[config.mk]
export PLATFORM = sky130hd
export DESIGN_NAME = load_store_unit
export DESIGN_NICKNAME = d
export VERILOG_FILES = /design/src/rtl/load_store_unit.sv
export SDC_FILE = /design/constraint.sdc
export NUM_CORES = 1
export LEC_CHECK = 0
export CAP_MARGIN = 10
export CORE_MARGIN = 2
export CORE_UTILIZATION = 41
export CTS_BUF_LIST = sky130_fd_sc_hd__clkbuf_16
export DETAILED_ROUTE_END_ITERATION = 6
export GPL_TIMING_DRIVEN = 0
export HOLD_SLACK_MARGIN = 0.12
export PLACE_DENSITY = 0.73
export SYNTH_ARGS = -nofsm -noshare
export SYNTH_HDL_FRONTEND = slang
export SYNTH_SLANG_ARGS = --single-unit
[constraint.sdc]
create_clock -name clk -period 9.7 [get_ports clk]
set_clock_uncertainty 0.05 [all_clocks]
set_input_delay 1.94 -clock clk [delete_from_list [all_inputs] [get_ports clk]]
set_output_delay 1.94 -clock clk [all_outputs]
set_load 0.03 [all_outputs]
[src/rtl/load_store_unit.sv]
// load_store_unit
//   Bridges the RV32I execute stage to a request/grant/response data memory.
//   Accepts one load or store at a time, checks alignment and funct3 legality,
//   builds a word-aligned request with byte enables and lane-replicated store
//   data, and returns the sign- or zero-extended load lane for write-back.
//
// Ports
//   clk, reset        core clock (rising edge), asynchronous active-high reset
//   lsu_valid/ready   request handshake from the core (ready only while idle)
//   lsu_we            1 = store, 0 = load
//   lsu_funct3        RV32I funct3 selecting access size and signedness
//   lsu_addr/wdata    effective address and rs2 store data
//   lsu_done          one-cycle completion pulse
//   lsu_err           misaligned or illegal funct3, valid with lsu_done
//   lsu_rdata         extended load result; holds until the next load/error
//   mem_req/we/be     memory request, write flag and byte enables
//   mem_addr/wdata    word address and replicated store data
//   mem_gnt           memory accepted the request
//   mem_rvalid/rdata  read response
module load_store_unit #(
    parameter int ADDR_WIDTH = 32,
    parameter int DATA_WIDTH = 32
) (
    input  logic                  clk,
    input  logic                  reset,
    input  logic                  lsu_valid,
    output logic                  lsu_ready,
    input  logic                  lsu_we,
    input  logic [2:0]            lsu_funct3,
    input  logic [ADDR_WIDTH-1:0] lsu_addr,
    input  logic [DATA_WIDTH-1:0] lsu_wdata,
    output logic                  lsu_done,
    output logic                  lsu_err,
    output logic [DATA_WIDTH-1:0] lsu_rdata,
    output logic                  mem_req,
    output logic                  mem_we,
    output logic [3:0]            mem_be,
    output logic [ADDR_WIDTH-1:0] mem_addr,
    output logic [DATA_WIDTH-1:0] mem_wdata,
    input  logic                  mem_gnt,
    input  logic                  mem_rvalid,
    input  logic [DATA_WIDTH-1:0] mem_rdata
);

    typedef enum logic [1:0] {IDLE, REQ, WAIT_RV, RESP} state_t;

    state_t     state;
    logic [2:0] funct3_q;
    logic [1:0] off_q;

    // funct3[1:0] encodes the size (byte/half/word); funct3[2] marks the
    // unsigned load variants, which exist only for byte and half.
    function automatic logic is_legal(input logic we, input logic [2:0] f3,
                                      input logic [1:0] off);
        logic ok;
        case (f3[1:0])
            2'b00:   ok = 1'b1;
            2'b01:   ok = ~off[0];
            2'b10:   ok = (off == 2'b00);
            default: ok = 1'b0;
        endcase
        if (f3[2] && (we || f3[1]))
            ok = 1'b0;
        return ok;
    endfunction

    function automatic logic [3:0] byte_enable(input logic [2:0] f3,
                                               input logic [1:0] off);
        logic [3:0] be;
        case (f3[1:0])
            2'b00:   be = 4'b0001 << off;
            2'b01:   be = 4'b0011 << {off[1], 1'b0};
            default: be = 4'b1111;
        endcase
        return be;
    endfunction

    // Replicating the low bytes across all lanes lets the memory pick the
    // lane purely from the byte enables.
    function automatic logic [DATA_WIDTH-1:0] store_data(input logic [2:0] f3,
                                                         input logic [DATA_WIDTH-1:0] w);
        logic [DATA_WIDTH-1:0] d;
        case (f3[1:0])
            2'b00:   d = {4{w[7:0]}};
            2'b01:   d = {2{w[15:0]}};
            default: d = w;
        endcase
        return d;
    endfunction

    // Legal halfwords have off[0]=0, so shifting by the byte offset lines up
    // both byte and halfword lanes at bit 0.
    function automatic logic [DATA_WIDTH-1:0] load_extend(input logic [2:0] f3,
                                                          input logic [1:0] off,
                                                          input logic [DATA_WIDTH-1:0] word);
        logic [DATA_WIDTH-1:0]        lane;
        logic signed [7:0]            sb;
        logic signed [15:0]           sh;
        logic signed [DATA_WIDTH-1:0] ext;
        lane = word >> {off, 3'b000};
        sb   = lane[7:0];
        sh   = lane[15:0];
        case (f3)
            3'b000:  ext = DATA_WIDTH'(sb);
            3'b001:  ext = DATA_WIDTH'(sh);
            3'b100:  ext = $signed({24'd0, lane[7:0]});
            3'b101:  ext = $signed({16'd0, lane[15:0]});
            default: ext = $signed(word);
        endcase
        return $unsigned(ext);
    endfunction

    always_ff @(posedge clk or posedge reset) begin
        if (reset) begin
            state     <= IDLE;
            lsu_ready <= 1'b1;
            lsu_done  <= 1'b0;
            lsu_err   <= 1'b0;
            lsu_rdata <= '0;
            mem_req   <= 1'b0;
            mem_we    <= 1'b0;
            mem_be    <= 4'b0000;
            mem_addr  <= '0;
            mem_wdata <= '0;
            funct3_q  <= 3'b000;
            off_q     <= 2'b00;
        end else begin
            case (state)
                // IDLE: accept and classify a new request
                IDLE: begin
                    if (lsu_valid) begin
                        lsu_ready <= 1'b0;
                        funct3_q  <= lsu_funct3;
                        off_q     <= lsu_addr[1:0];
                        if (!is_legal(lsu_we, lsu_funct3, lsu_addr[1:0])) begin
                            // Errors complete without touching memory.
                            state     <= RESP;
                            lsu_done  <= 1'b1;
                            lsu_err   <= 1'b1;
                            lsu_rdata <= '0;
                        end else begin
                            state     <= REQ;
                            mem_req   <= 1'b1;
                            mem_we    <= lsu_we;
                            mem_be    <= byte_enable(lsu_funct3, lsu_addr[1:0]);
                            mem_addr  <= {lsu_addr[ADDR_WIDTH-1:2], 2'b00};
                            mem_wdata <= store_data(lsu_funct3, lsu_wdata);
                        end
                    end
                end
                // REQ: hold the request stable until granted
                REQ: begin
                    if (mem_gnt) begin
                        mem_req <= 1'b0;
                        if (mem_we) begin
                            state    <= RESP;
                            lsu_done <= 1'b1;
                            lsu_err  <= 1'b0;
                        end else begin
                            state <= WAIT_RV;
                        end
                    end
                end
                // WAIT_RV: capture and extend the read lane
                WAIT_RV: begin
                    if (mem_rvalid) begin
                        state     <= RESP;
                        lsu_rdata <= load_extend(funct3_q, off_q, mem_rdata);
                        lsu_done  <= 1'b1;
                        lsu_err   <= 1'b0;
                    end
                end
                // RESP: completion pulse lasts exactly this one cycle
                RESP: begin
                    state     <= IDLE;
                    lsu_done  <= 1'b0;
                    lsu_err   <= 1'b0;
                    lsu_ready <= 1'b1;
                end
                default: begin
                    state     <= IDLE;
                    lsu_ready <= 1'b1;
                end
            endcase
        end
    end

endmodule

==> flow_summary.json <==
{
  "layout.cells.non_filler": 846,
  "clockBufferDepth": 2,
  "ys.flop_type": "dfrtp_1",
  "status": "complete, no violations",
  "die_h_um": 117,
  "hold-path-cell-count": 2,
  "path_class": "input port to flip-flop",
  "fin_tns_setup_ns": 0,
  "place_inst": 830,
  "place.gp.congestion": 0.929,
  "num-fill-cells": 1007,
  "drtIter0Drc": 241,
  "die_x_um": 117,
  "power_per_cell_area_nw_per_um2": 326,
  "vias": 4437,
  "ctsResizeCount": 0,
  "die-area_um2": 13800,
  "first_global_vias": 4790,
  "antenna_cells": 0,
  "final-setup-viol-count": 0,
  "mostFrequentLayoutCells": "clkdlybuf4s50_1, dfrtp_1, nand2_1",
  "cp_num_buf_inv": 2,
  "synth-edff-count": 0,
  "h-tree-depth": 3,
  "rsz0062_at_grt": "false",
  "fin_nets": 778,
  "relSlewSlack_pct": 35.9,
  "avgViaCountPerCell": 5.24,
  "clk_pin_slew_worst_paths_ns": 0.07,
  "max_freq_mhz": 273,
  "ff2ff_path_depth": 8,
  "start_util_pct": 42.0,
  "cts_root_buf": "clkbuf_16",
  "crit_family": "compound AO/OA/AOI/OAI gates",
  "dr.pass1.iters": 4,
  "cts_buffers": 9,
  "post-cts-setup-buffer-count": 0,
  "cp.arrival_ns": 3.85,
  "yosys_warnings": 0,
  "crit_chain": "clkdlybuf4s50_1, a221oi_4, o31ai_2, o211ai_2, buf_2, a22o_1",
  "synth_area_um2": 5270,
  "antenna_found_initial": 0,
  "drt-wirelength-per-cell_um": 18.3,
  "drt_wl_total_um": 15500,
  "final_util_pct": 62.6,
  "drive_above_1_share_pct": 12.9,
  "cp_max_fo": 10,
  "ir_drop_v": 0.000228,
  "path_depth": 6,
  "grt_max_degree": 65,
  "slew_viol_final": 0,
  "min_path_type": "flip-flop to flip-flop",
  "grt_pass1_wl_um": 24600,
  "track_usage_pct": 22.6,
  "yosysSeqAreaShare_pct": 52.2,
  "placedInstanceArea_um2": 7580,
  "cap_violations": 0,
  "async_reset_ff_share_pct": 100,
  "io_pins": 210,
  "drtAntennaViolNets": 0,
  "cts_hold_buf": 0,
  "grt-ovfl-total": 0,
  "dp_hpwl_um": 11900,
  "finalCritPeriodShare_pct": 37.7,
  "area_growth_syn_to_layout_pct": 49.3,
  "leakagePower_nw": 3.41,
  "clkLatencyLatePin_ns": 0.35,
  "required_ns": 9.89,
  "period_needed_ns": 3.66,
  "crit_path_start_kind": "input port",
  "yosysUniqueCellTypes": 46,
  "cp_slowest_stage_delay_ns": 0.64,
  "postSynthCellCount": 450,
  "num_rows": 41,
  "final_area_um2": 7870,
  "layout_commonest_cell": "clkdlybuf4s50_1",
  "cpMaxStageDelayCell": "clkdlybuf4s50_1",
  "core-area_um2": 12600,
  "cts_tree": "yes",
  "cp-end-kind": "flip-flop",
  "port_buffers": 206,
  "clock_sinks": 110,
  "ys_seq_elements": 110,
  "avgSynthCellArea_um2": 11.7,
  "worst_pin_slew_ns": 0.958,
  "hold_viol": 0,
  "drc": 0
}
Yosys cell counts, drive strengths merged (3+ instances only):
cell	count	share of area [%]
a21oi	13	1.3
a22o	8	1.3
a2bb2oi	7	1.2
a32o	16	3.0
buf	24	3.1
clkbuf	12	0.93
dfrtp	109	52
ha	4	0.95
inv	9	0.64
mux2	44	9.4
mux2i	35	6.6
nand2	43	3.1
nand2b	20	2.4
nand3	3	0.28
nand3b	7	1.0
nor2	17	1.2
o211a	7	1.3
o21ai	33	3.4
o22ai	7	0.83
o2bb2ai	8	1.3
o31ai	9	1.4
metal layers:
metal  vias up  global-route usage (%)  wire (um)
met5         -                       0          0
met4         0                    8.21        331
met3        19                    9.97       1790
met2       199                    37.4       7340
met1      2154                    26.0       6030
li1       2065                       -          -
stage by stage:
step	hold WS (ns)	setup slack [ns]	total power [W]
2_1_floorplan	0.429	4.81	0.00163
3_3_place_gp	0.414	3.23	0.00218
3_5_place_dp	0.425	5.66	0.00221
4_1_cts	0.442	6.02	0.00259
5_1_grt	0.458	5.91	0.00271
6_report	0.437	6.04	0.00256
flip-flops by register name (all words and copies together), names as in the netlist:
register	flops
lsu_rdata	32
state	2
mem_we	1
mem_be	4
off_q	2
lsu_err	1
lsu_ready	1
mem_req	1
lsu_done	1
funct3_q	3
mem_addr	30
mem_wdata	32
logic make-up (layout without fill, tap and decap cells):
| logic type | Yosys count | in the layout | share of synthesized area (%) |
|---|---|---|---|
| DFF | 110 | 110 | 52.2 |
| and+or+nand+nor | 94 | 94 | 8.71 |
| buffers and inverters | 45 | 268 | 4.65 |
| AOI/OAI and AO/OA | 116 | 116 | 16.9 |
| other | 1 | 2 | 0.0711 |
| muxes | 80 | 80 | 16.5 |
| adders and majority gates | 4 | 4 | 0.949 |
power breakdown:
group | switching (W) | internal, W
clock | 0.000167 | 0.000199
combinational | 0.000807 | 0.000614
sequential | 0.000119 | 0.000658
total | 0.00109 | 0.00147
worst reg2reg max path: cells and delay by family (launching register included):
kind                     cells  cell delay, ns
adder cells (fa/ha/maj)      1            0.21
buffers and inverters        4            0.75
flip-flops                   1            0.38
AO/OA/AOI/OAI                1            0.25
multiplexers                 1            0.33
AND/OR/NAND/NOR              1            0.25
area by class of cell:
class,instances,area [um2],area share [%]
multi-input cells,296,2280,28.9
repair buffers,207,2090,26.5
inverters,9,36.3,0.461
clock buffers,9,225,2.86
plain buffers,36,211,2.69
flip-flops and latches,110,2750,35.0
well taps,172,215,2.73
clock inverters,7,63.8,0.810
worst paths after layout:
path                                  to     startpoint  slack, ns
setup reg to reg             mem_addr[2]       state[0]       7.36
hold / removal             mem_wdata[20]  mem_wdata[20]       0.44
setup / recovery            lsu_rdata[9]    lsu_addr[0]       6.04
max in group asynchronous    mem_addr[3]          reset       6.91
hold reg to reg            mem_wdata[20]  mem_wdata[20]       0.44
min in group asynchronous   mem_addr[24]          reset       1.97
Power figures use the tool's default switching activity.
